### config.mk
export PLATFORM = sky130hd
export DESIGN_NAME = matrix_operand_sequencer_flat
export DESIGN_NICKNAME = d
export VERILOG_FILES = /design/src/rtl/matrix_operand_sequencer_if.sv /design/src/rtl/matrix_operand_sequencer.sv /design/src/flat_wrapper.sv
export SDC_FILE = /design/constraint.sdc
export NUM_CORES = 2
export LEC_CHECK = 0
export BUFFER_PORTS_ARGS = -buffer_cell sky130_fd_sc_hd__buf_2
export CAP_MARGIN = 20
export CORE_UTILIZATION = 38
export DETAILED_ROUTE_END_ITERATION = 8
export PLACE_DENSITY = 0.52
export SLEW_MARGIN = 15
export SYNTH_ARGS = -nofsm -noshare
export SYNTH_HDL_FRONTEND = slang
export SYNTH_SLANG_ARGS = --single-unit
### constraint.sdc
create_clock -name clk -period 11.8 [get_ports clk]
set_input_delay 1.77 -clock clk [delete_from_list [all_inputs] [get_ports clk]]
set_output_delay 1.77 -clock clk [all_outputs]
set_load 0.01 [all_outputs]
### src/rtl/matrix_operand_sequencer_if.sv
// matrix_operand_sequencer_if: load stream in, operand-pair stream out, plus enable and done.
interface matrix_operand_sequencer_if #(
    parameter int N          = 4,
    parameter int DATA_WIDTH = 64
);
    localparam int IW = $clog2(N);
    logic                  clk_enable;
    logic                  in_valid;
    logic                  in_ready;
    logic [DATA_WIDTH-1:0] in_data;
    logic                  ce_out;
    logic [DATA_WIDTH-1:0] Out1;
    logic [DATA_WIDTH-1:0] Out2;
    logic                  out_valid;
    logic                  out_first;
    logic                  out_last;
    logic [IW-1:0]         out_row;
    logic [IW-1:0]         out_col;
    logic                  done;
    modport master (
        output clk_enable, in_valid, in_data,
        input  in_ready, ce_out, Out1, Out2, out_valid, out_first, out_last, out_row, out_col, done
    );
    modport slave (
        input  clk_enable, in_valid, in_data,
        output in_ready, ce_out, Out1, Out2, out_valid, out_first, out_last, out_row, out_col, done
    );
endinterface

### src/rtl/matrix_operand_sequencer.sv
// matrix_operand_sequencer: buffers NxN matrices A and B from a row-major load stream and
// replays every A[i][k]/B[k][j] pair in i,j,k order with framing for a dot-product accumulator.
module matrix_operand_sequencer #(
    parameter int N          = 4,
    parameter int DATA_WIDTH = 64
) (
    input logic                       clk,
    input logic                       reset,
    matrix_operand_sequencer_if.slave bus
);
    localparam int IW = $clog2(N);
    localparam int NN = N * N;
    localparam int CW = $clog2(NN);

    typedef enum logic [1:0] {LOAD_A, LOAD_B, ISSUE, DONE} state_t;

    state_t                state_q;
    logic [CW-1:0]         cnt_q;
    logic [IW-1:0]         i_q, j_q, k_q;
    logic [DATA_WIDTH-1:0] a_mem [NN];
    logic [DATA_WIDTH-1:0] b_mem [NN];
    logic [DATA_WIDTH-1:0] out1_q, out2_q;
    logic                  valid_q, first_q, last_q, done_q;
    logic [IW-1:0]         row_q, col_q;
    logic                  accept, cnt_last, k_end, j_end, i_end;
    logic [CW-1:0]         a_addr, b_addr;

    assign bus.ce_out   = bus.clk_enable;
    assign bus.in_ready = bus.clk_enable && (state_q == LOAD_A || state_q == LOAD_B);
    assign accept       = bus.in_ready && bus.in_valid;
    assign cnt_last     = cnt_q == CW'(NN - 1);
    assign k_end        = k_q == IW'(N - 1);
    assign j_end        = j_q == IW'(N - 1);
    assign i_end        = i_q == IW'(N - 1);
    assign a_addr       = CW'(int'(i_q) * N + int'(k_q));
    assign b_addr       = CW'(int'(k_q) * N + int'(j_q));

    // Operand storage is deliberately left unreset; a new load always overwrites it fully.
    always_ff @(posedge clk) begin
        if (accept && state_q == LOAD_A) a_mem[cnt_q] <= bus.in_data;
        if (accept && state_q == LOAD_B) b_mem[cnt_q] <= bus.in_data;
    end

    always_ff @(posedge clk or negedge reset) begin
        if (!reset) begin
            state_q <= LOAD_A;
            cnt_q   <= '0;
            i_q     <= '0;
            j_q     <= '0;
            k_q     <= '0;
            out1_q  <= '0;
            out2_q  <= '0;
            valid_q <= 1'b0;
            first_q <= 1'b0;
            last_q  <= 1'b0;
            row_q   <= '0;
            col_q   <= '0;
            done_q  <= 1'b0;
        end else if (bus.clk_enable) begin
            done_q <= 1'b0;
            case (state_q)
                LOAD_A, LOAD_B: if (bus.in_valid) begin
                    cnt_q <= cnt_last ? '0 : cnt_q + 1'b1;
                    if (cnt_last) state_q <= (state_q == LOAD_A) ? LOAD_B : ISSUE;
                end
                ISSUE: begin
                    out1_q  <= a_mem[a_addr];
                    out2_q  <= b_mem[b_addr];
                    valid_q <= 1'b1;
                    first_q <= k_q == '0;
                    last_q  <= k_end;
                    row_q   <= i_q;
                    col_q   <= j_q;
                    // k innermost, then j, then i; the final pair hands over to DONE
                    k_q <= k_end ? '0 : k_q + 1'b1;
                    if (k_end) j_q <= j_end ? '0 : j_q + 1'b1;
                    if (k_end && j_end) i_q <= i_end ? '0 : i_q + 1'b1;
                    if (k_end && j_end && i_end) state_q <= DONE;
                end
                default: begin
                    valid_q <= 1'b0;
                    first_q <= 1'b0;
                    last_q  <= 1'b0;
                    done_q  <= 1'b1;
                    state_q <= LOAD_A;
                end
            endcase
        end
    end

    assign bus.Out1      = out1_q;
    assign bus.Out2      = out2_q;
    assign bus.out_valid = valid_q;
    assign bus.out_first = first_q;
    assign bus.out_last  = last_q;
    assign bus.out_row   = row_q;
    assign bus.out_col   = col_q;
    assign bus.done      = done_q;
endmodule

### src/flat_wrapper.sv
// flat-port wrapper written by rule: the top's interface ports become plain ports
module matrix_operand_sequencer_flat 
#(
    parameter int N          = 4,
    parameter int DATA_WIDTH = 64
)
  (clk, reset, bus_clk_enable, bus_in_valid, bus_in_data, bus_in_ready, bus_ce_out, bus_Out1, bus_Out2, bus_out_valid, bus_out_first, bus_out_last, bus_out_row, bus_out_col, bus_done);
  matrix_operand_sequencer_if #(.N(N), .DATA_WIDTH(DATA_WIDTH)) bus_i ();
  input logic clk;
  input logic reset;
  input wire logic [$bits(bus_i.clk_enable)-1:0] bus_clk_enable;
  input wire logic [$bits(bus_i.in_valid)-1:0] bus_in_valid;
  input wire logic [$bits(bus_i.in_data)-1:0] bus_in_data;
  output wire logic [$bits(bus_i.in_ready)-1:0] bus_in_ready;
  output wire logic [$bits(bus_i.ce_out)-1:0] bus_ce_out;
  output wire logic [$bits(bus_i.Out1)-1:0] bus_Out1;
  output wire logic [$bits(bus_i.Out2)-1:0] bus_Out2;
  output wire logic [$bits(bus_i.out_valid)-1:0] bus_out_valid;
  output wire logic [$bits(bus_i.out_first)-1:0] bus_out_first;
  output wire logic [$bits(bus_i.out_last)-1:0] bus_out_last;
  output wire logic [$bits(bus_i.out_row)-1:0] bus_out_row;
  output wire logic [$bits(bus_i.out_col)-1:0] bus_out_col;
  output wire logic [$bits(bus_i.done)-1:0] bus_done;
  assign bus_i.clk_enable = bus_clk_enable;
  assign bus_i.in_valid = bus_in_valid;
  assign bus_i.in_data = bus_in_data;
  assign bus_in_ready = bus_i.in_ready;
  assign bus_ce_out = bus_i.ce_out;
  assign bus_Out1 = bus_i.Out1;
  assign bus_Out2 = bus_i.Out2;
  assign bus_out_valid = bus_i.out_valid;
  assign bus_out_first = bus_i.out_first;
  assign bus_out_last = bus_i.out_last;
  assign bus_out_row = bus_i.out_row;
  assign bus_out_col = bus_i.out_col;
  assign bus_done = bus_i.done;
  matrix_operand_sequencer #(.N(N), .DATA_WIDTH(DATA_WIDTH)) u_core (.clk(clk), .reset(reset), .bus(bus_i));
endmodule
==> results.py <==
metrics = {
    "global_routing": {
        "grt_max_degree": 122,
        "grt_pass1_wl_um": 317000,
        "antenna_found_initial": 13,
        "gr-max-usage-layer": "met2",
        "grt.met3_usage_pct": 2.24,
        "grtUsageMet1_pct": 26.4,
        "grt_util_all_layers_pct": 19.6,
        "first_global_vias": 43600,
        "gr-total-overflow": 0,
        "grtUsageMet2_pct": 33.9,
    },
    "placed_design": {
        "io_buffers": 205,
        "dp_hpwl_um": 117000,
        "gp_congestion": 0.742,
    },
    "synth": {
        "synth-seq-area-share_pct": 77.7,
        "synth-async-reset-ratio_pct": 6.74,
        "ys_types": 41,
        "synth_largest_area_cell": "edfxtp_1",
        "synth_seq_cells": 2196,
        "syn-num-nets": 4804,
        "synth.area.top_cells": "edfxtp_1 73%, mux2i_1 11%, dfrtp_1 4.4%",
        "syn_inst": 4724,
        "synth_edf_count": 2048,
        "synth_top_area_share_pct": 73.3,
        "synth_ff_type": "edfxtp_1",
        "syn_avg_cell_area_um2": 17.8,
        "synth_area_um2": 83900,
        "ys_warn_count": 0,
    },
    "worst_setup_path": {
        "r2r-start": "u_core.k_q[0]",
        "worstPathMaxFanout": 46,
        "r2r_slack_ps": 7210,
        "worst-r2r-cell-count": 6,
        "critPathKind": "flip-flop to flip-flop",
        "worst_r2r_endpoint": "u_core.bus.Out1[41]",
        "crit_required_ps": 12480,
        "start_kind": "flip-flop",
        "end_kind": "flip-flop",
        "worstPathArrival_ps": 5270,
    },
    "worst_hold_path": {
        "holdPathEnd": "u_core.bus.out_row[0]",
        "hold_class": "flip-flop to flip-flop",
        "whs_path_depth": 2,
        "hold_path_startpoint": "u_core.bus.out_row[0]",
    },
    "timing": {
        "holdWs_ps": 481,
        "fmax_mhz": 218,
        "clock_skew_ps": 25.0,
        "relSlewSlack_pct": 23.9,
        "rsz0062_at_grt": "false",
        "finalSetupTns_ps": 0,
        "tightest_slew_ps": 1140,
        "post-route-min-period_ps": 4590,
        "fin_crit_sh_pct": 38.9,
        "finalHoldViolations": 0,
        "setup_viol": 0,
        "slew_viol_final": 0,
    },
    "routing": {
        "num_vias": 43200,
        "drt-initial-drc-count": 3459,
        "drc": 0,
        "drt-wirelength-per-cell_um": 27.4,
        "drt-pass1-iter-count": 7,
        "antenna_left": 0,
        "via_per_inst": 5.38,
        "wl_um": 221000,
    },
    "clock_network": {
        "cts_setup_buffers": 0,
        "cts_root_buf": "clkbuf_16",
        "ctsLongestPathBuffers": 3,
        "cts.sinks": 2196,
        "numCtsBuffers": 221,
        "ctsHoldBuffers": 0,
        "cts_max_level": 4,
        "clk_pin_slew_ps": 60,
        "post_cts_resize_count": 0,
        "clock_latency_ps": 850,
        "cts_tree": "done",
    },
    "pwr": {
        "p_per_area_nw_per_um2": 218,
        "p_leak_nw": 31.6,
        "irDropWorstVdd_mv": 0.182,
    },
    "flow_run": {
        "maxCapViolCount": 0,
    },
    "run_status": {
        "status": "complete, no violations",
    },
    "layout": {
        "drive_above_1_share_pct": 13.8,
        "final_nets": 5046,
        "nFillCells": 19300,
        "regArea_um2": 65200,
        "syn_to_final_growth_pct": 13.4,
        "multi_input_area_um2": 17400,
    },
    "floorplanning": {
        "core_um2": 220000,
        "dieArea_um2": 223000,
        "fp.dieH_um": 472,
        "ios": 206,
        "die_w_um": 472,
        "fp-row-count": 172,
        "initial_utilization_pct": 38.2,
    },
}
synthesized netlist by cell type, types with 7 or more instances:
cell      count
buf_4        46
nor2_1      250
a22oi_1     127
buf_6        22
ha_1         12
o22ai_1     192
edfxtp_1   2048
clkbuf_1     89
nand3_1      42
buf_2        99
mux2i_1     928
buf_1        14
buf_8         7
nand4_1     111
nand2_1     229
a31oi_1      23
nor4_1       64
mux4_2       48
a21oi_1      44
dfrtp_1     148
nor3_1      130
o21ai_0       8
metal layers:
layer  share of wire [%]  vias to the layer above
li1                    -                    19200
met1                  44                    22800
met2                  51                      911
met3                 3.7                      263
met4                 1.7                        0
met5                   0                        -
critical path, stage by stage, from the launching register on:
cell and delay (ps):
dfrtp_4 1030, buf_4 630, buf_4 750, buf_4 810, mux4_2 590, a22oi_1 280
a31oi_1 130
report_power, final:
part	switching (mW)	internal [mW]
sequential	0.378	8.89
combinational	2.84	1.74
clock	2.94	3.94
sequential cells by signal, summed over array words and instances (netlist names):
register	count
u_core.bus.Out1	64
u_core.cnt_q	4
u_core.j_q	2
u_core.b_mem	1024
u_core.bus.done	1
u_core.a_mem	1024
u_core.bus.out_col	2
u_core.bus.out_valid	1
u_core.state_q	2
u_core.k_q	2
u_core.i_q	2
u_core.bus.out_first	1
u_core.bus.out_row	2
u_core.bus.out_last	1
u_core.bus.Out2	64
cell type report:
| class | count | area share [%] |
|---|---|---|
| diodes | 4 | 0.0105 |
| repair buffers | 298 | 1.86 |
| well taps | 2871 | 3.78 |
| multi-input cells | 2243 | 18.3 |
| inverters | 6 | 0.0237 |
| flip-flops and latches | 2196 | 68.5 |
| clock buffers | 314 | 6.45 |
| clock inverters | 104 | 1.03 |
worst max-delay path by stage:
stage	start	end	slack, ps	depth (start not counted)
finish	u_core.k_q[0]	u_core.bus.Out1[41]	7210	6
global route	u_core.k_q[0]	u_core.bus.Out1[41]	6990	6
CTS	u_core.k_q[0]	u_core.bus.Out1[57]	7210	6
detailed placement	bus_clk_enable	u_core.a_mem[4][13]	6820	4
global placement	bus_clk_enable	u_core.a_mem[4][14]	6890	4
floorplan	bus_clk_enable	u_core.b_mem[13][0]	6220	4
through the flow:
stage,cells,setup WS (ps),power (mW),cell area [um2],utilization [%]
after floorplan,4724,6220,12.5,83900,-
after global placement,7613,6890,14.1,88000,40.1
after detailed placement,7613,6820,14.1,88000,40.1
after CTS,8031,7210,21.0,95100,43.3
after global routing,8034,6990,21.5,95100,43.3
final,8036,7210,20.7,95100,43.3
logic make-up after synthesis:
logic type                 Yosys count  synth area share (%)
buffers and inverters              285                  1.94
xor gates and xnor gates             1                0.0104
and+or+nand+nor                    847                  4.63
adders and majority gates           12                 0.179
DFF                               2196                  77.7
AOI/OAI and AO/OA                  401                  3.12
muxes                              982                  12.4
placed cells by master, fill, tap and decap left out, types with 32 or more instances in the layout:
master / netlist / final
edfxtp_1: 2048 / 2048
mux2i_1: 928 / 928
nand2_1: 229 / 228
clkbuf_16: 0 / 223
nor2_1: 250 / 218
buf_2: 99 / 204
o22ai_1: 192 / 192
dfrtp_1: 148 / 144
nor3_1: 130 / 130
a22oi_1: 127 / 127
nand4_1: 111 / 111
buf_4: 46 / 91
clkbuf_1: 89 / 70
nor4_1: 64 / 64
mux4_2: 48 / 48
a21oi_1: 44 / 44
nand3_1: 42 / 42
clkinv_1: 0 / 40
clkinv_2: 0 / 33
nor2_4: 0 / 32
(Power assumes the default switching activity.)
